### src/rtl/arb_req_agent.sv
// Requester-side agent for the fixed-priority arbiter. It holds one pending burst per channel
// and drives req. It latches a one-hot grant and then streams the burst on a shared beat bus.
// Optional ARB_REQ_AGENT_CHK_EN adds a sticky err output that flags malformed grants.
module arb_req_agent #(
    parameter int N       = 4,
    parameter int BURST_W = 4,
    parameter int IDX_W   = $clog2(N)
) (
    input  logic                 clk,
    input  logic                 rst,
    input  logic [N-1:0]         cmd_valid,
    input  logic [N*BURST_W-1:0] cmd_len,
    output logic [N-1:0]         cmd_ready,
    output logic [N-1:0]         req,
    input  logic [N-1:0]         gnt,
    input  logic                 arb_valid,
    output logic                 bus_valid,
    input  logic                 bus_ready,
    output logic [N-1:0]         bus_owner,
    output logic [IDX_W-1:0]     bus_idx,
    output logic                 bus_last,
`ifdef ARB_REQ_AGENT_CHK_EN
    output logic                 err,
`endif
    output logic                 busy
);

    // state | meaning
    // IDLE  | requests visible to arbiter, waiting for a valid grant
    // XFER  | granted burst owns the beat bus, requests masked
    typedef enum logic {IDLE = 1'b0, XFER = 1'b1} state_t;

    state_t                    state_q, state_d;
    logic [N-1:0]              pend_q, pend_d;
    logic [N-1:0][BURST_W-1:0] len_q, len_d;
    logic [N-1:0]              owner_q, owner_d;
    logic [IDX_W-1:0]          idx_q, idx_d;
    logic [BURST_W-1:0]        beat_cnt_q, beat_cnt_d;

    logic               gnt_onehot;
    logic               grant_ok;
    logic               last_beat;
    logic               burst_done;
    logic [IDX_W-1:0]   gnt_idx;
    logic [BURST_W-1:0] gnt_len;

    always_comb begin
        gnt_idx = '0;
        gnt_len = '0;
        for (int i = 0; i < N; i++) begin
            if (gnt[i]) begin
                gnt_idx = IDX_W'(i);
                gnt_len = len_q[i];
            end
        end
    end

    assign gnt_onehot = (gnt != '0) && ((gnt & (gnt - N'(1))) == '0);
    assign grant_ok   = arb_valid && gnt_onehot && ((gnt & pend_q) != '0);
    assign last_beat  = (beat_cnt_q == '0);
    assign burst_done = (state_q == XFER) && bus_ready && last_beat;

    // The owner's own pend bit is still set on its last beat, so a new command
    // on that channel cannot be captured until the following cycle.
    always_comb begin
        pend_d = pend_q;
        len_d  = len_q;
        for (int i = 0; i < N; i++) begin
            if (cmd_valid[i] && !pend_q[i]) begin
                pend_d[i] = 1'b1;
                len_d[i]  = cmd_len[i*BURST_W +: BURST_W];
            end
        end
        if (burst_done) begin
            pend_d = pend_d & ~owner_q;
        end
    end

    always_ff @(posedge clk or posedge rst) begin
        if (rst) begin
            state_q    <= IDLE;
            pend_q     <= '0;
            len_q      <= '0;
            owner_q    <= '0;
            idx_q      <= '0;
            beat_cnt_q <= '0;
        end else begin
            state_q    <= state_d;
            pend_q     <= pend_d;
            len_q      <= len_d;
            owner_q    <= owner_d;
            idx_q      <= idx_d;
            beat_cnt_q <= beat_cnt_d;
        end
    end

    always_comb begin
        state_d    = state_q;
        owner_d    = owner_q;
        idx_d      = idx_q;
        beat_cnt_d = beat_cnt_q;
        case (state_q)
            IDLE: begin
                if (grant_ok) begin
                    state_d    = XFER;
                    owner_d    = gnt;
                    idx_d      = gnt_idx;
                    beat_cnt_d = gnt_len;
                end
            end
            XFER: begin
                if (bus_ready) begin
                    if (last_beat) begin
                        state_d = IDLE;
                        owner_d = '0;
                        idx_d   = '0;
                    end else begin
                        beat_cnt_d = beat_cnt_q - BURST_W'(1);
                    end
                end
            end
            default: state_d = IDLE;
        endcase
    end

    always_comb begin
        req       = pend_q & {N{state_q == IDLE}};
        cmd_ready = ~pend_q;
        busy      = (state_q == XFER);
        bus_valid = (state_q == XFER);
        bus_owner = (state_q == XFER) ? owner_q : '0;
        bus_idx   = (state_q == XFER) ? idx_q : '0;
        bus_last  = (state_q == XFER) && last_beat;
    end

`ifdef ARB_REQ_AGENT_CHK_EN
    logic err_q, err_d;

    // Any grant while requests are masked is an arbiter protocol violation.
    always_comb begin
        err_d = err_q;
        if (state_q == IDLE && arb_valid && (!gnt_onehot || ((gnt & ~pend_q) != '0))) begin
            err_d = 1'b1;
        end
        if (state_q == XFER && gnt != '0) begin
            err_d = 1'b1;
        end
    end

    always_ff @(posedge clk or posedge rst) begin
        if (rst) begin
            err_q <= 1'b0;
        end else begin
            err_q <= err_d;
        end
    end

    assign err = err_q;
`endif

endmodule
### config.mk
export PLATFORM = sky130hd
export DESIGN_NAME = arb_req_agent
export DESIGN_NICKNAME = d
export VERILOG_FILES = /design/src/rtl/arb_req_agent.sv
export SDC_FILE = /design/constraint.sdc
export NUM_CORES = 1
export LEC_CHECK = 0
export ABC_AREA = 1
export BUFFER_PORTS_ARGS = -buffer_cell sky130_fd_sc_hd__buf_2
export CAP_MARGIN = 20
export CORE_MARGIN = 1.5
export CORE_UTILIZATION = 43
export CTS_CLUSTER_DIAMETER = 40
export DETAILED_ROUTE_END_ITERATION = 7
export PLACE_DENSITY = 0.75
export SYNTH_ARGS = -nofsm -noshare
export SYNTH_HDL_FRONTEND = slang
export SYNTH_SLANG_ARGS = --single-unit
export TNS_END_PERCENT = 50
### constraint.sdc
create_clock -name clk -period 2.5 [get_ports clk]
set_input_delay 0.375 -clock clk [delete_from_list [all_inputs] [get_ports clk]]
set_output_delay 0.375 -clock clk [all_outputs]
set_load 0.05 [all_outputs]
# Yosys cells after proc, flatten, opt, wreduce, memory -nomap -nowiden
# Index checks and enable logic that the tools add are counted.
[word_totals]
ff_bits = 31
input_bits = 28
output_inout_bits = 17
wordCells = 72
[op_classes]
add_sub_neg = 2
n_eq_ne = 4
mux = 30
bitwise_logic = 7
reduce_logical = 20
[ops]
columns = ["op", "count"]
rows = [
  ["two-way mux 4 bit", 12],
  ["AND 4 bit", 4],
  ["one-hot mux 4 bit (2 select lines)", 2],
  ["two-way mux 2 bit", 6],
  ["logical AND 1 bit", 10],
  ["logical NOT 4 bit", 2],
  ["two-way mux 1 bit", 8],
  ["NOT 4 bit", 2],
  ["nonzero test 4 bit", 2],
  ["subtractor 4 x 1 -> 4 bit, second input constant", 2],
  ["!= test 2 bit, second input constant", 3],
  ["AND reduction 3 bit", 2],
  ["logical NOT 1 bit", 4],
  ["one-hot mux 2 bit (2 select lines)", 1],
  ["!= test 2 x 1 -> 1 bit, second input constant", 1],
  ["one-hot mux 1 bit (2 select lines)", 1],
  ["NOT 1 bit", 1],
]

# Depth between registers and ports, before layout
# Gate-level depths: netlist (run 1).
[logic_depth]
ltp_word = 8
mapped_depth = 10
ltp_nobuf = 9

# Worst setup path after synthesis (run 1)
# No wires, ideal clock.
[synth_path]
kind = "register to output"
start = "reg state_q, in the netlist bus_valid"
end = "out bus_last"
arrival_time_ps = 1756
required_time_ps = 2125
path_slack_ps = 369
stages_incl_launch_ff = 4
n_path_buf = 1
cell_sequence = "dfrtp_1 > buf_2 > clkinv_1 > nor2_1"
[synth_via]
elab_chain_len = 1
[synth_lines]
columns = ["item", "line", "text"]
rows = [
  ["from (decl)", "33", "state_t state_q, state_d;"],
  ["from (signal assigned)", "88", "state_q <= state_d;"],
  ["logical AND 1 bit", "133", "bus_last = (state_q == XFER) && last_beat;"],
  ["to (decl)", "21", "output logic bus_last,"],
]
# No other way between the ends.

# Final worst setup path (run 1)
[layout_path]
start = "reg beat_cnt_q[0]"
end = "out bus_last"
[layout_via]
elab_chain_len = 2
[layout_lines]
columns = ["item", "line", "text"]
rows = [
  ["from (decl)", "38", "logic [BURST_W-1:0] beat_cnt_q, beat_cnt_d;"],
  ["from (signal assigned)", "93", "beat_cnt_q <= beat_cnt_d;"],
  ["logical NOT 4 bit", "60", "assign last_beat = (beat_cnt_q == '0);"],
  ["logical AND 1 bit", "133", ""],
]
# No other way between the ends.

==> impl_metrics.py, run 1 <==
metrics = {
    "clock_tree": {
        "cts_root_buf": "clkbuf_8",
        "postCtsSetupBuffers": 0,
        "cts_tree": "built",
        "clk_pin_slew_ns": 0.06,
        "cts_buffers": 5,
        "ctsResizeCount": 0,
        "htreeDepth": 2,
        "clock_latency_ns": 0.28,
        "hold_buffers": 0,
        "clkSinkCount": 31,
        "clock_path_buffers": 2,
    },
    "die": {
        "die_h_um": 64.9,
        "rows": 22,
        "dieArea_um2": 4210,
        "ios": 45,
        "die_x_um": 64.9,
        "initial_utilization_pct": 45.0,
        "core_um2": 3660,
    },
    "sta": {
        "post-route-period-util_pct": 77.7,
        "finalSetupTns_ns": 0,
        "drv_slew": 0,
        "setup_viol": 0,
        "rsz0062_at_grt": "false",
        "period_needed_ns": 1.94,
        "final-hold-violation-count": 0,
        "tightest_slew_ns": 0.379,
        "max-slew-margin-rel_pct": 74.8,
        "layout_setup_ws_ns": 0.558,
        "max_freq_ghz": 0.515,
        "skew_ns": 0.00563,
    },
    "placement": {
        "dpl.cell_count": 284,
        "place.port_buffers": 44,
        "pre_cts_ws_ns": 0.846,
        "routabilityCongestion": 0.821,
        "hpwlAfterDp_um": 2750,
    },
    "final_layout": {
        "final_cells": 292,
        "drive_gt1_share_pct": 32.0,
        "fin_util_pct": 54.3,
        "final_nets": 272,
        "syn2layout_area_growth_pct": 20.7,
        "nFillCells": 341,
        "diodes": 0,
        "seqCellArea_um2": 776,
        "layout_common_cells": "53 x nand2_1, 44 x buf_2, 31 x dfrtp_1",
        "multiInputGateArea_um2": 721,
        "layout_commonest_cell": "nand2_1",
    },
    "critical_path": {
        "start_kind": "register",
        "path_class": "register to output pin",
        "required_ns": 2.12,
        "critPathMaxFanout": 3,
        "reg2regPathDepth": 7,
        "endpoint_kind": "output pin",
        "critPathArrivalTime_ns": 1.57,
        "reg2reg_to": "beat_cnt_q[1]",
        "reg2reg_from": "bus_valid",
        "r2r_slack_ns": 0.93,
    },
    "global_routing": {
        "grt_overflow": 0,
        "grt_use_total_pct": 19.4,
        "grt_pass1_vias": 1356,
        "grt_pass1_wl_um": 6110,
        "antenna_found_initial": 0,
        "grt_max_degree": 32,
    },
    "logic_synthesis": {
        "syn_nets": 226,
        "netlist_instances": 197,
        "yosysWarnings": 0,
        "netlist_area_um2": 1650,
        "synth_seq_cells": 31,
        "ys_types": 25,
        "ys.flop_type": "dfrtp_1",
        "yosysSeqAreaShare_pct": 47.1,
        "postSynthAreaPerCell_um2": 8.36,
        "synth_edf_count": 0,
        "async_reset_ff_share_pct": 100,
    },
    "power": {
        "leakage_uw": 0.00112,
        "ir_worst_vdd_mv": 0.572,
        "power_density_nw_per_um2": 1210,
    },
    "routing": {
        "wl_per_cell_um": 12.0,
        "via_count": 1413,
        "first_pass_iters": 5,
        "drt_iter0_drc": 85,
        "wirelength_um": 3520,
        "vias_per_cell": 4.84,
        "drc": 0,
        "postRouteAntennaNets": 0,
    },
    "status": {
        "outcome": "complete, no violations",
    },
    "min_path": {
        "hp-class": "input pin to async pin",
    },
    "job": {
        "maxCapViolCount": 0,
    },
}
Yosys cell counts, types with 2 or more instances:
cell / n / share of area (%)
nand2_1: 53 / 12
buf_2: 2 / 0.61
o21ai_1: 3 / 0.91
nand2_2: 2 / 0.76
nand4_1: 3 / 1.1
mux2_2: 16 / 11
or2_2: 2 / 0.76
nand3_1: 18 / 5.5
nor2_1: 17 / 3.9
o21ai_0: 2 / 0.61
dfrtp_1: 31 / 47
a21oi_1: 14 / 4.3
inv_1: 20 / 4.6
buf_6: 3 / 2.0
sequential cells by signal (all words and copies together), names as in the netlist:
register / count
pend_q: 4
bus_valid: 1
len_q: 16
idx_q: 2
beat_cnt_q: 4
owner_q: 4
worst max-delay path by stage:
stage | from | to | cells after the start
after CTS | beat_cnt_q[0] | bus_last | 7
after detailed placement | beat_cnt_q[0] | bus_last | 7
after global placement | beat_cnt_q[0] | bus_last | 7
after global routing | beat_cnt_q[0] | bus_last | 7
final | beat_cnt_q[0] | bus_last | 7
after floorplan | bus_valid | bus_last | 3
stage by stage:
stage / hold WS (ns) / total power, µW / cell area [µm²]
floorplan: 0.444 / 1750 / 1650
global placement: 0.472 / 1970 / 1890
detailed placement: 0.469 / 2000 / 1890
CTS: 0.162 / 2440 / 1990
global route: 0.202 / 2590 / 1990
finish: 0.156 / 2420 / 1990
cell type report:
| type | count | share of cell area, % |
|---|---|---|
| timing repair buffer | 46 | 11.8 |
| clock buffer | 8 | 5.03 |
| inverter | 24 | 4.85 |
| tap | 48 | 3.02 |
| multi-input combinational | 135 | 36.2 |
| sequential | 31 | 39.0 |
routing by layer:
layer	part of all wire (%)	routed length, µm	global-route usage, %	vias up
met5	0	0	0	-
met2	49	1720	31.1	48
met4	2.9	102	11.4	0
met3	4.4	155	3.65	11
li1	-	-	-	718
met1	44	1540	24.3	636
critical path, cell delays in order (launching register included):
cell	delay, ns
dfrtp_1	0.40
inv_1	0.10
ha_1	0.17
nand2_1	0.07
nor2_1	0.12
inv_1	0.07
nor2_1	0.09
buf_2	0.27
kinds of logic (layout without fill, tap and decap cells):
group | Yosys count | in the layout | synth area share [%]
buffers and inverters | 31 | 78 | 9.19
muxes | 16 | 16 | 10.9
and+or+nand+nor | 97 | 97 | 25.4
AOI/OAI and AO/OA | 21 | 21 | 6.68
adders and majority gates | 1 | 1 | 0.759
DFF | 31 | 31 | 47.1
power by group:
part           leakage [µW]  internal (µW)  switching (µW)
clock network     0.0000515            251             177
logic              0.000692            371             749
registers          0.000376            717             152
No activity file was read; power rests on OpenSTA's default activity.
==> run 2: changes to the inputs <==
- clock period: 2.5 -> 1.9 ns (I/O delays scaled with it)
==> impl_metrics.py, run 2 (synthesized netlist as in run 1, its figures left out) <==
metrics = {
    "final_layout": {
        "layout_commonest_cell": "nand2_1",
        "largest_reg_flops": 16,
        "diodes": 0,
        "largest-register": "len_q",
        "drive_gt1_share_pct": 32.7,
        "final_nets": 273,
        "fin_area_um2": 1990,
        "syn2layout_area_growth_pct": 20.5,
        "layout_common_cells": "53 x nand2_1, 43 x buf_2, 31 x dfrtp_1",
        "nFillCells": 350,
    },
    "die": {
        "initial_utilization_pct": 45.0,
        "core_um2": 3660,
        "die_x_um": 64.9,
        "dieArea_um2": 4210,
        "rows": 22,
        "die_h_um": 64.9,
        "ios": 45,
    },
    "routing": {
        "drt_iter0_drc": 65,
        "wirelength_um": 3440,
        "first_pass_iters": 4,
        "vias_per_cell": 4.80,
        "wl_per_cell_um": 11.7,
        "drc": 0,
        "via_count": 1405,
        "postRouteAntennaNets": 0,
    },
    "clock_tree": {
        "cts_tree": "built",
        "clk_pin_slew_ns": 0.07,
        "clkSinkCount": 31,
        "cts_buffers": 5,
        "clock_latency_ns": 0.28,
        "cts_root_buf": "clkbuf_8",
        "clock_path_buffers": 2,
        "postCtsSetupBuffers": 0,
        "htreeDepth": 2,
    },
    "min_path": {
        "hp-class": "input pin to async pin",
    },
    "sta": {
        "max-slew-margin-rel_pct": 74.2,
        "drv_slew": 0,
        "rsz0062_at_grt": "false",
        "period_needed_ns": 1.76,
        "tightest_slew_ns": 0.387,
        "post-route-period-util_pct": 92.7,
        "finalSetupTns_ns": 0,
        "max_freq_ghz": 0.568,
        "final-hold-violation-count": 0,
        "hold_slack_ns": 0.0640,
        "skew_ns": 0.00928,
        "layout_setup_ws_ns": 0.138,
        "setup_viol": 0,
    },
    "power": {
        "combPwrFrac_pct": 48.0,
        "finalPower_uw": 3140,
        "p_clk_share_pct": 16.0,
        "p_int_uw": 1710,
        "seq_power_share_pct": 36.0,
        "power_density_nw_per_um2": 1580,
        "p_switching_uw": 1430,
        "ir_worst_vdd_mv": 0.720,
        "leakage_uw": 0.00111,
        "switching_share_pct": 45.6,
    },
    "global_routing": {
        "grt_use_total_pct": 18.4,
        "grt_pass1_vias": 1415,
        "busiest_layer": "met2",
        "antenna_found_initial": 0,
        "gr-usage-met2_pct": 32.2,
        "grt_overflow": 0,
        "grt.met1_usage_pct": 22.1,
        "met3_usage_pct": 5.73,
        "grt_pass1_wl_um": 6000,
        "grt_max_degree": 32,
    },
    "critical_path": {
        "critPathMaxFanout": 3,
        "critPathArrivalTime_ns": 1.48,
        "reg2regPathDepth": 7,
        "endpoint_kind": "output pin",
        "start_kind": "register",
        "required_ns": 1.62,
        "path_class": "register to output pin",
    },
    "status": {
        "outcome": "complete, no violations",
    },
    "placement": {
        "pre_cts_ws_ns": 0.386,
        "place.port_buffers": 44,
        "routabilityCongestion": 0.843,
        "hpwlAfterDp_um": 2670,
        "dpl-instance-area_um2": 1900,
    },
    "job": {
        "maxCapViolCount": 0,
    },
}
run 2: cell count changes in the layout (fill, tap and decap cells not counted):
cell / change
clkbuf_8: -2
buf_4: +2
clkinv_2: +1
nor2_2: +1
buf_2: -1
nor2_1: -1
clkinvlp_4: +1
run 2: through the flow:
stage                     util (%)  std cells
after floorplan                  -        197
after global placement        51.8        285
after detailed placement      51.8        285
after CTS                     54.2        293
after global routing          54.2        293
final                         54.2        293
run 2: cell type report:
cell class | instances | area [µm²] | area share [%]
Clock buffer | 6 | 72.6 | 3.65
Clock inverter | 2 | 12.5 | 0.630
Inverter | 24 | 96.3 | 4.85
Multi-Input combinational cell | 135 | 723 | 36.4
Sequential cell | 31 | 776 | 39.1
Tap cell | 48 | 60.1 | 3.02
Timing Repair Buffer | 47 | 245 | 12.4
run 2: final timing paths:
path	endpoint	startpoint	slack [ns]
setup / recovery	bus_last	beat_cnt_q[0]	0.14
hold / removal	len_q[13]	rst	0.06
setup reg to reg	pend_q[3]	beat_cnt_q[0]	0.43
hold reg to reg	pend_q[3]	owner_q[3]	0.49
max in group asynchronous	pend_q[3]	rst	1.54
min in group clk	len_q[15]	cmd_len[15]	0.23
run 2: layer usage:
metal,vias to the layer above,share of wire [%]
li1,727,-
met1,642,46
met2,32,49
met3,4,4.2
met4,0,0.84
met5,-,0
run 2: power groups by stage:
stage / clock, µW / combinational [µW] / sequential, µW
2_1_floorplan: 0 / 1200 / 1110
3_3_place_gp: 0 / 1480 / 1130
3_5_place_dp: 0 / 1500 / 1140
4_1_cts: 508 / 1510 / 1130
5_1_grt: 543 / 1660 / 1170
6_report: 502 / 1500 / 1130
run 2: worst max-delay path, cell delays in order (launching register included):
cell and delay, ns:
dfrtp_1 0.39, inv_1 0.09, ha_1 0.17, nand2_1 0.07, nor2_1 0.12, inv_1 0.08
nor2_2 0.07, buf_4 0.20
run 2: repair_timing:
item,CTS,global route
endpoints found under the setup margin,0,1
hold buffers,0,0
resized for setup,0,2
